--- config.mk ---
export PLATFORM = sky130hd
export DESIGN_NAME = pc_sequencer
export DESIGN_NICKNAME = d
export VERILOG_FILES = /design/src/rtl/pcseq_pkg.sv /design/src/rtl/pc_ret_stack.sv /design/src/rtl/pc_sequencer.sv
export SDC_FILE = /design/constraint.sdc
export NUM_CORES = 1
export LEC_CHECK = 0
export CORE_ASPECT_RATIO = 1.75
export CORE_MARGIN = 5
export CORE_UTILIZATION = 51
export CTS_CLUSTER_SIZE = 12
export DETAILED_ROUTE_END_ITERATION = 10
export MAX_ROUTING_LAYER = met4
export PLACE_DENSITY = 0.72
export SLEW_MARGIN = 20
export SYNTH_ARGS = -nofsm -noshare
export SYNTH_HDL_FRONTEND = slang
export SYNTH_SLANG_ARGS = --single-unit
--- constraint.sdc ---
create_clock -name Clk -period 3.75 [get_ports Clk]
set_clock_uncertainty 0.05 [all_clocks]
set_input_delay 0.375 -clock Clk [delete_from_list [all_inputs] [get_ports Clk]]
set_output_delay 0.375 -clock Clk [all_outputs]
set_load 0.05 [all_outputs]
--- src/rtl/pcseq_pkg.sv ---
// ============================================================================
// Module  : pcseq_pkg
// Brief   : Shared types and constants for the PC sequencer.
// Revision: 1.0
// ============================================================================
`default_nettype none

package pcseq_pkg;

    localparam int PC_W = 32;

    typedef enum logic [1:0] {
        BOOT   = 2'd0,
        RUN    = 2'd1,
        HALTED = 2'd2
    } pcseq_state_t;

    typedef enum logic [2:0] {
        SEL_RESET  = 3'd0,
        SEL_HOLD   = 3'd1,
        SEL_RET    = 3'd2,
        SEL_TARGET = 3'd3,
        SEL_SEQ    = 3'd4,
        SEL_TRAP   = 3'd5
    } npc_sel_t;

endpackage

`default_nettype wire

--- src/rtl/pc_ret_stack.sv ---
// ============================================================================
// Module  : pc_ret_stack
// Brief   : DEPTH x PC_W return-address LIFO; Rst clears the pointer only.
// Revision: 1.0
// ============================================================================
`default_nettype none

module pc_ret_stack
    import pcseq_pkg::*;
#(
    parameter int DEPTH = 16
) (
    input  logic                       Clk,
    input  logic                       Rst,
    input  logic                       Push_i,
    input  logic                       Pop_i,
    input  logic [PC_W-1:0]            PushData_i,
    output logic [PC_W-1:0]            Top_o,
    output logic [$clog2(DEPTH):0]     Depth_o,
    output logic                       Full_o,
    output logic                       Empty_o
);

    localparam int AW = $clog2(DEPTH);
    localparam int DW = AW + 1;

    logic [PC_W-1:0] mem_q [DEPTH];
    logic [DW-1:0]   depth_q;
    logic [DW-1:0]   depth_d;
    logic [AW-1:0]   top_idx;

    assign Full_o  = (depth_q == DW'(DEPTH));
    assign Empty_o = (depth_q == '0);
    assign Depth_o = depth_q;

    // Read index wraps when empty; the sequencer never consumes Top_o then.
    assign top_idx = depth_q[AW-1:0] - AW'(1);
    assign Top_o   = mem_q[top_idx];

    always_comb begin
        depth_d = depth_q;
        if (Push_i && !Full_o) begin
            depth_d = depth_q + DW'(1);
        end else if (Pop_i && !Empty_o) begin
            depth_d = depth_q - DW'(1);
        end
    end

    always_ff @(posedge Clk) begin
        if (Rst) begin
            depth_q <= '0;
        end else begin
            depth_q <= depth_d;
        end
    end

    always_ff @(posedge Clk) begin
        if (!Rst && Push_i && !Full_o) begin
            mem_q[depth_q[AW-1:0]] <= PushData_i;
        end
    end

endmodule

`default_nettype wire

--- src/rtl/pc_sequencer.sv ---
// ============================================================================
// Module  : pc_sequencer
// Brief   : Next-PC controller with return stack and BOOT/RUN/HALTED FSM.
//           Optional macro PCSEQ_TRAP_EN vectors stack faults to TRAP_ADDR.
// Revision: 1.0
// ============================================================================
`default_nettype none

module pc_sequencer
    import pcseq_pkg::*;
#(
    parameter logic [31:0] RESET_ADDR = 32'h0000_0000,
    parameter logic [31:0] PC_STEP    = 32'd4,
    parameter int          RS_DEPTH   = 16,
    parameter logic [31:0] TRAP_ADDR  = 32'h0000_0100
) (
    input  logic                        Clk,
    input  logic                        Rst,
    input  logic [31:0]                 PC,
    input  logic                        Stall,
    input  logic                        Jmp,
    input  logic                        Jz,
    input  logic                        Zero,
    input  logic                        Call,
    input  logic                        Ret,
    input  logic                        Halt,
    input  logic                        Resume,
    input  logic [31:0]                 Target,
    output logic [31:0]                 nPC,
    output logic [$clog2(RS_DEPTH):0]   RsDepth,
    output logic                        Ovf,
    output logic                        Unf,
    output logic                        Halted
);

    pcseq_state_t state_q, state_d;
    npc_sel_t     sel;
    logic         push, pop;
    logic         ovf_set, unf_set;
    logic         ovf_q, unf_q;
    logic         rs_full, rs_empty;
    logic [31:0]  rs_top;
    logic [31:0]  pc_seq;

    assign pc_seq = PC + PC_STEP;

    pc_ret_stack #(
        .DEPTH      (RS_DEPTH)
    ) u_ret_stack (
        .Clk        (Clk),
        .Rst        (Rst),
        .Push_i     (push),
        .Pop_i      (pop),
        .PushData_i (pc_seq),
        .Top_o      (rs_top),
        .Depth_o    (RsDepth),
        .Full_o     (rs_full),
        .Empty_o    (rs_empty)
    );

    always_ff @(posedge Clk) begin
        if (Rst) begin
            state_q <= BOOT;
            ovf_q   <= 1'b0;
            unf_q   <= 1'b0;
        end else begin
            state_q <= state_d;
            if (ovf_set) ovf_q <= 1'b1;
            if (unf_set) unf_q <= 1'b1;
        end
    end

    always_comb begin
        state_d = state_q;
        sel     = SEL_SEQ;
        push    = 1'b0;
        pop     = 1'b0;
        ovf_set = 1'b0;
        unf_set = 1'b0;
        if (Rst) begin
            sel = SEL_RESET;
        end else begin
            case (state_q)
                BOOT: begin
                    sel     = SEL_RESET;
                    state_d = RUN;
                end
                RUN: begin
                    if (Halt) begin
                        sel     = SEL_HOLD;
                        state_d = HALTED;
                    end else if (Stall) begin
                        sel = SEL_HOLD;
                    end else if (Ret) begin
                        if (rs_empty) begin
                            unf_set = 1'b1;
`ifdef PCSEQ_TRAP_EN
                            sel = SEL_TRAP;
`else
                            sel = SEL_SEQ;
`endif
                        end else begin
                            pop = 1'b1;
                            sel = SEL_RET;
                        end
                    end else if (Call) begin
                        if (rs_full) begin
                            ovf_set = 1'b1;
`ifdef PCSEQ_TRAP_EN
                            sel = SEL_TRAP;
`else
                            sel = SEL_TARGET;
`endif
                        end else begin
                            push = 1'b1;
                            sel  = SEL_TARGET;
                        end
                    end else if (Jmp || (Jz && Zero)) begin
                        sel = SEL_TARGET;
                    end else begin
                        sel = SEL_SEQ;
                    end
                end
                HALTED: begin
                    sel = SEL_HOLD;
                    // Halt held alongside Resume keeps the core parked.
                    if (Resume && !Halt) state_d = RUN;
                end
                default: begin
                    sel     = SEL_RESET;
                    state_d = BOOT;
                end
            endcase
        end
    end

    always_comb begin
        nPC = pc_seq;
        case (sel)
            SEL_RESET:  nPC = RESET_ADDR;
            SEL_HOLD:   nPC = PC;
            SEL_RET:    nPC = rs_top;
            SEL_TARGET: nPC = Target;
            SEL_SEQ:    nPC = pc_seq;
            SEL_TRAP:   nPC = TRAP_ADDR;
            default:    nPC = pc_seq;
        endcase
    end

    assign Ovf    = ovf_q;
    assign Unf    = unf_q;
    assign Halted = (state_q == HALTED);

endmodule

`default_nettype wire

Yosys cells after proc, flatten, opt, wreduce, memory -nomap -nowiden
Memories as Yosys holds them, arrays and structs flattened.
Index checks and enable logic that the tools add are counted.
{ "totals": {"ff_bits": 9, "mem_bits_rw": 512, "input_bits": 74, "out_inout_bits": 40, "wordCells": 76, "n_memories": 1} }
{ "classes": {"n_addsub": 4, "n_eq_ne": 9, "muxes": 42, "reduce_logical": 16} }
{ "mem_list": {"columns": ["memory", "words", "width", "rd", "rd_ports_with_merged_regs", "wr", "line", "source"], "rows": [
  ["u_ret_stack.mem_q", 16, 32, 1, 0, 1, "pc_ret_stack.sv:27", "logic [PC_W-1:0] mem_q [DEPTH];"]
]} }
{ "op_table": {"columns": ["op", "count"], "rows": [
  ["case mux 32 bit (5 select lines)", 1],
  ["adder 32 x 3 -> 32 bit, second input constant", 1],
  ["two-way mux 1 bit", 28],
  ["two-way mux 3 bit", 7],
  ["two-way mux 5 bit", 2],
  ["== test 3 x 2 -> 1 bit, second input constant", 2],
  ["logical AND 1 bit", 6],
  ["case mux 2 bit (3 select lines)", 1],
  ["case mux 3 bit (2 select lines)", 1],
  ["adder 5 x 1 -> 5 bit, second input constant", 1],
  ["== test 5 bit, second input constant", 1],
  ["logical NOT 5 bit", 1],
  ["subtractor 5 x 1 -> 5 bit, second input constant", 1],
  ["logical NOT 1 bit", 4],
  ["two-way mux 2 bit", 2],
  ["subtractor 4 x 1 -> 4 bit, second input constant", 1],
  ["== test 3 x 1 -> 1 bit, second input constant", 1],
  ["== test 3 bit, second input constant", 1],
  ["logical NOT 3 bit", 1],
  ["== test 2 x 1 -> 1 bit, second input constant", 1],
  ["== test 2 bit, second input constant", 1],
  ["logical NOT 2 bit", 1],
  ["inequality test 2 x 1 -> 1 bit, second input constant", 1],
  ["inequality test 2 bit, second input constant", 1],
  ["3 further kinds", 3]
]} }

Logic depth before layout (Yosys ltp)
{ "depth": {"ltp_word": 12, "mapped_depth": 16, "ltp_nobuf": 12} }

Hierarchy
From an unflattened synthesis, not the netlist that was laid out.
{ "hier_totals": {"hier_cells": 1040, "area_unflattened_um2": 21625.7} }
{ "by_module_without_submodules": {"columns": ["mod", "n_inst", "cells_each", "area_each_um2", "seq_area_each_um2"], "rows": [
  ["pc_ret_stack", 1, 779, 19790.2, 15474.8],
  ["pc_sequencer", 1, 261, 1835.5, 80.1]
]} }

Worst setup path before layout
Ideal clock, no wire load.
{ "synth_timing": {"path_type": "reg-to-output", "from": "reg u_ret_stack.depth_q[0], in the netlist u_ret_stack.Depth_o[0]", "to": "out nPC[28]", "arrival_ns": 4.363, "t_required_ns": 3.325, "path_slack_ns": -1.038, "path_stages_with_launch": 14, "path_buffers": 6, "cell_sequence": "dfxtp_1 -> clkbuf_1 -> buf_2 -> buf_2 -> inv_1 -> ha_1 -> clkbuf_1 -> clkbuf_1 -> buf_2 -> mux4_2 -> mux2i_1 -> nand3_1 -> o221ai_1 -> o21ai_0"} }
{ "synth_via": {"elab_chain_cells": 9, "word_cells_on_any_way": 15, "cone_classes": "add/sub (1); eq/ne (4); mux (7); reduce/logical (2); memory (1)"} }
{ "synth_lines": {"columns": ["item", "line", "source"], "rows": [
  ["from (decl)", "pc_ret_stack.sv:28", "logic [DW-1:0] depth_q;"],
  ["from (signal assigned)", "pc_ret_stack.sv:53", "depth_q <= depth_d;"],
  ["logical NOT 5 bit", "pc_ret_stack.sv:33", "assign Empty_o = (depth_q == '0);"],
  ["two-way mux 3 bit", "pc_sequencer.sv:95", "if (rs_empty) begin"],
  ["two-way mux 3 bit", "pc_sequencer.sv:94", "end else if (Ret) begin"],
  ["two-way mux 3 bit", "pc_sequencer.sv:92", "end else if (Stall) begin"],
  ["two-way mux 3 bit", "pc_sequencer.sv:89", "if (Halt) begin"],
  ["case mux 3 bit (2 select lines)", "pc_sequencer.sv:83", "case (state_q)"],
  ["two-way mux 3 bit", "pc_sequencer.sv:80", "if (Rst) begin"],
  ["== test 3 bit, or another cell as far along", "pc_sequencer.sv:139", "case (sel)"],
  ["case mux 32 bit (5 select lines) *", "pc_sequencer.sv:139", null],
  ["to (decl)", "pc_sequencer.sv:29", "output logic [31:0] nPC,"]
]} }
Every way passes the cells marked *; elsewhere a longest branch is shown, timed or not.

Worst setup path in the final report
{ "layout_timing": {"from": "reg u_ret_stack.depth_q[0], in the netlist u_ret_stack.Depth_o[0]", "to": "out nPC[31]"} }
The elaborated chain is that of the path after synthesis.

==> run_results.csv <==
group,metric,value,unit
sta,slew_violations,0,
global_routing,grt_max_degree,72,
routing,drc,0,
clock_network,clock_latency,0.56,ns
sta,tightest_slew,0.962,ns
floorplanning,rows,100,
sta,min_period,3.71,ns
critical_path,start_kind,"register",
finish,final_core_util,0.621,
routing,drt-pass1-iter-count,6,
floorplanning,start_util,0.513,
critical_path,arrival,3.28,ns
critical_path,cp.required,3.32,ns
global_routing,antenna_found_initial,1,
placement,place_congestion,0.880,
sta,max_slew_margin,0.357,
global_routing,gr-total-overflow,0,
finish,fin_cells,1933,
finish,nFillCells,2977,
min_path,hold_class,"reg2reg",
finish,areaGrowthSynthToFinish,21.2,%
routing,num_vias,12544,
critical_path,crit_type,"reg2out",
synthesis,yosysTopAreaCell,"edfxtp_1",
clock_network,h-tree-depth,2,
routing,routedWlPerCell,30.4,um
synthesis,async_reset_ff_frac,0,
finish,multi_input_area,6030,um2
global_routing,grt_usage,0.253,
outcome,status,"finished clean",
floorplanning,io_pins,114,
job,maxCapViolCount,0,
synthesis,syn-num-nets,1244,
pwr,p_per_area,452,nW/um2
finish,drive_gt1_frac,0.300,
synthesis,synth_cells,1157,
pwr,peakVddDrop,0.307,mV
synthesis,netlist_area,21700,um2
placement,hpwl,34600,um
sta,fmax,270,MHz
synthesis,synth.area.top_cells,"edfxtp_1 (71%), mux4_2 (14%), nand3_1 (1.2%)",
synthesis,ys_types,57,
finish,final_cell_area,26300,um2
floorplanning,dieArea,46900,um2
synthesis,synthTopCellsByCount,"edfxtp_1 (512), mux4_2 (134), nor2_1 (60), nand3_1 (52), nand2_1 (45)",
placement,place_inst,1855,
synthesis,synth.avg_cell_area,18.7,um2
routing,routed_wl,58800,um
clock_network,tritoncts,"built",
synthesis,synth_ff_type,"edfxtp_1",
clock_network,cts.sinks,521,
floorplanning,die_x,166,um
synthesis,yosys.area.top_type_share,0.709,
clock_network,cts_hold_buf,0,
clock_network,cts.clk_slew.worst_paths,0.06,ns
routing,ant_nets,0,
critical_path,cp-end-kind,"output pin",
floorplanning,core,42300,um2
sta,hold_viol_final,0,
critical_path,path_max_fanout,35,
routing,drt_iter0_drc,1657,
floorplanning,dieHeight,283,um
sta,setup_violations,0,
synthesis,yosysSeqAreaShare,0.718,
sta,finalCritPeriodShare,0.988,
placement,placed_area,24700,um2
finish,regArea,15600,um2
synthesis,yosysMostFrequentCell,"edfxtp_1",
placement,port_buffers,113,
clock_network,cts-root-buf,"clkbuf_16",
clock_network,cts-buffers-inserted,49,
pwr,p_leak,8.37,nW
global_routing,grt_pass1_vias,12949,
finish,final_nets,1446,
routing,viasPerCell,6.49,
clock_network,clockBufferDepth,3,
synthesis,ys_seq_elements,521,
synthesis,synth-edff-count,512,
global_routing,grt_pass1_wl,85000,um
synthesis,yosys_warnings,0,
where the power goes:
group	internal, mW	total (mW)	switching (mW)
logic	0.443	1.08	0.638
clock network	2.42	4.39	1.96
registers	6.41	6.41	0.00605
total	9.27	11.9	2.61
final timing paths:
path,cells after the start,to,start,slack [ns]
max,10,nPC[31],u_ret_stack.Depth_o[0],0.04
min,2,state_q[1],state_q[1],0.50
max reg2reg,12,u_ret_stack.Depth_o[4],u_ret_stack.Depth_o[1],0.66
min reg2reg,2,state_q[1],state_q[1],0.50
sequential cells by signal, summed over array words and instances, names as in the netlist:
name / cells
u_ret_stack.mem_q: 512
u_ret_stack.Depth_o: 5
state_q: 2
Unf: 1
Ovf: 1
placed cells by master, fill, tap and decap left out, types with 11 or more instances in the layout:
| cell type | instances |
|---|---|
| xnor2_1 | 21 |
| edfxtp_1 | 512 |
| nand2_1 | 44 |
| clkdlybuf4s50_1 | 81 |
| buf_12 | 48 |
| nand3_1 | 52 |
| mux2_2 | 22 |
| mux2i_1 | 14 |
| mux4_2 | 134 |
| nor2_2 | 18 |
| a222oi_1 | 16 |
| xor2_1 | 11 |
| a21oi_1 | 41 |
| a211oi_1 | 11 |
| nor2_1 | 42 |
| inv_1 | 15 |
| clkbuf_16 | 55 |
| buf_4 | 74 |
per-stage QoR:
stage / setup slack [ns] / hold WS [ns] / setup TNS [ns] / power, mW
2_1_floorplan: 0.0132 / 0.424 / 0 / 7.07
3_3_place_gp: 0.336 / 0.484 / 0 / 7.56
3_5_place_dp: 0.315 / 0.493 / 0 / 7.57
4_1_cts: 0.00866 / 0.501 / 0 / 11.9
5_1_grt: -0.0110 / 0.525 / -0.0206 / 12.2
6_report: 0.0449 / 0.502 / 0 / 11.9
critical path: stages, from the launching register on:
cell	delay [ns]
dfxtp_4	0.40
clkinvlp_4	0.14
ha_4	0.40
buf_4	0.16
buf_12	0.21
mux4_2	0.36
mux2i_2	0.32
nand3_1	0.15
o221ai_1	0.11
o211ai_1	0.20
buf_12	0.20
per-layer routing:
metal | GRT usage | part of all wire
met3 | 0.0492 | 0.096
met1 | 0.315 | 0.36
met5 | - | 0
met4 | 0.0866 | 0.035
met2 | 0.423 | 0.51
timing repair:
| item | CTS | global route |
|---|---|---|
| pin swaps | 1 | 5 |
| gates resized for setup | 2 | 14 |
| setup endpoints to repair | 5 | 22 |
| setup buffers | 1 | 7 |
| cloned | 2 | 4 |
cell type report:
| class | count | share of cell area |
|---|---|---|
| clock buffers | 61 | 0.0500 |
| well taps | 561 | 0.0267 |
| inverters | 16 | 0.00243 |
| flip-flops and latches | 521 | 0.592 |
| repair buffers | 214 | 0.0988 |
| multi-input cells | 557 | 0.229 |
| clock inverters | 2 | 0.000619 |
| diodes | 1 | 0.0000952 |
cell families after synthesis:
group | count (synthesis) | synth area share
DFF | 521 | 0.718
and+or+nand+nor | 227 | 0.0533
muxes | 171 | 0.158
AOI/OAI and AO/OA | 113 | 0.0350
buffers and inverters | 79 | 0.0154
xor gates and xnor gates | 33 | 0.0133
adders and majority gates | 13 | 0.00785
(Power assumes the default switching activity.)
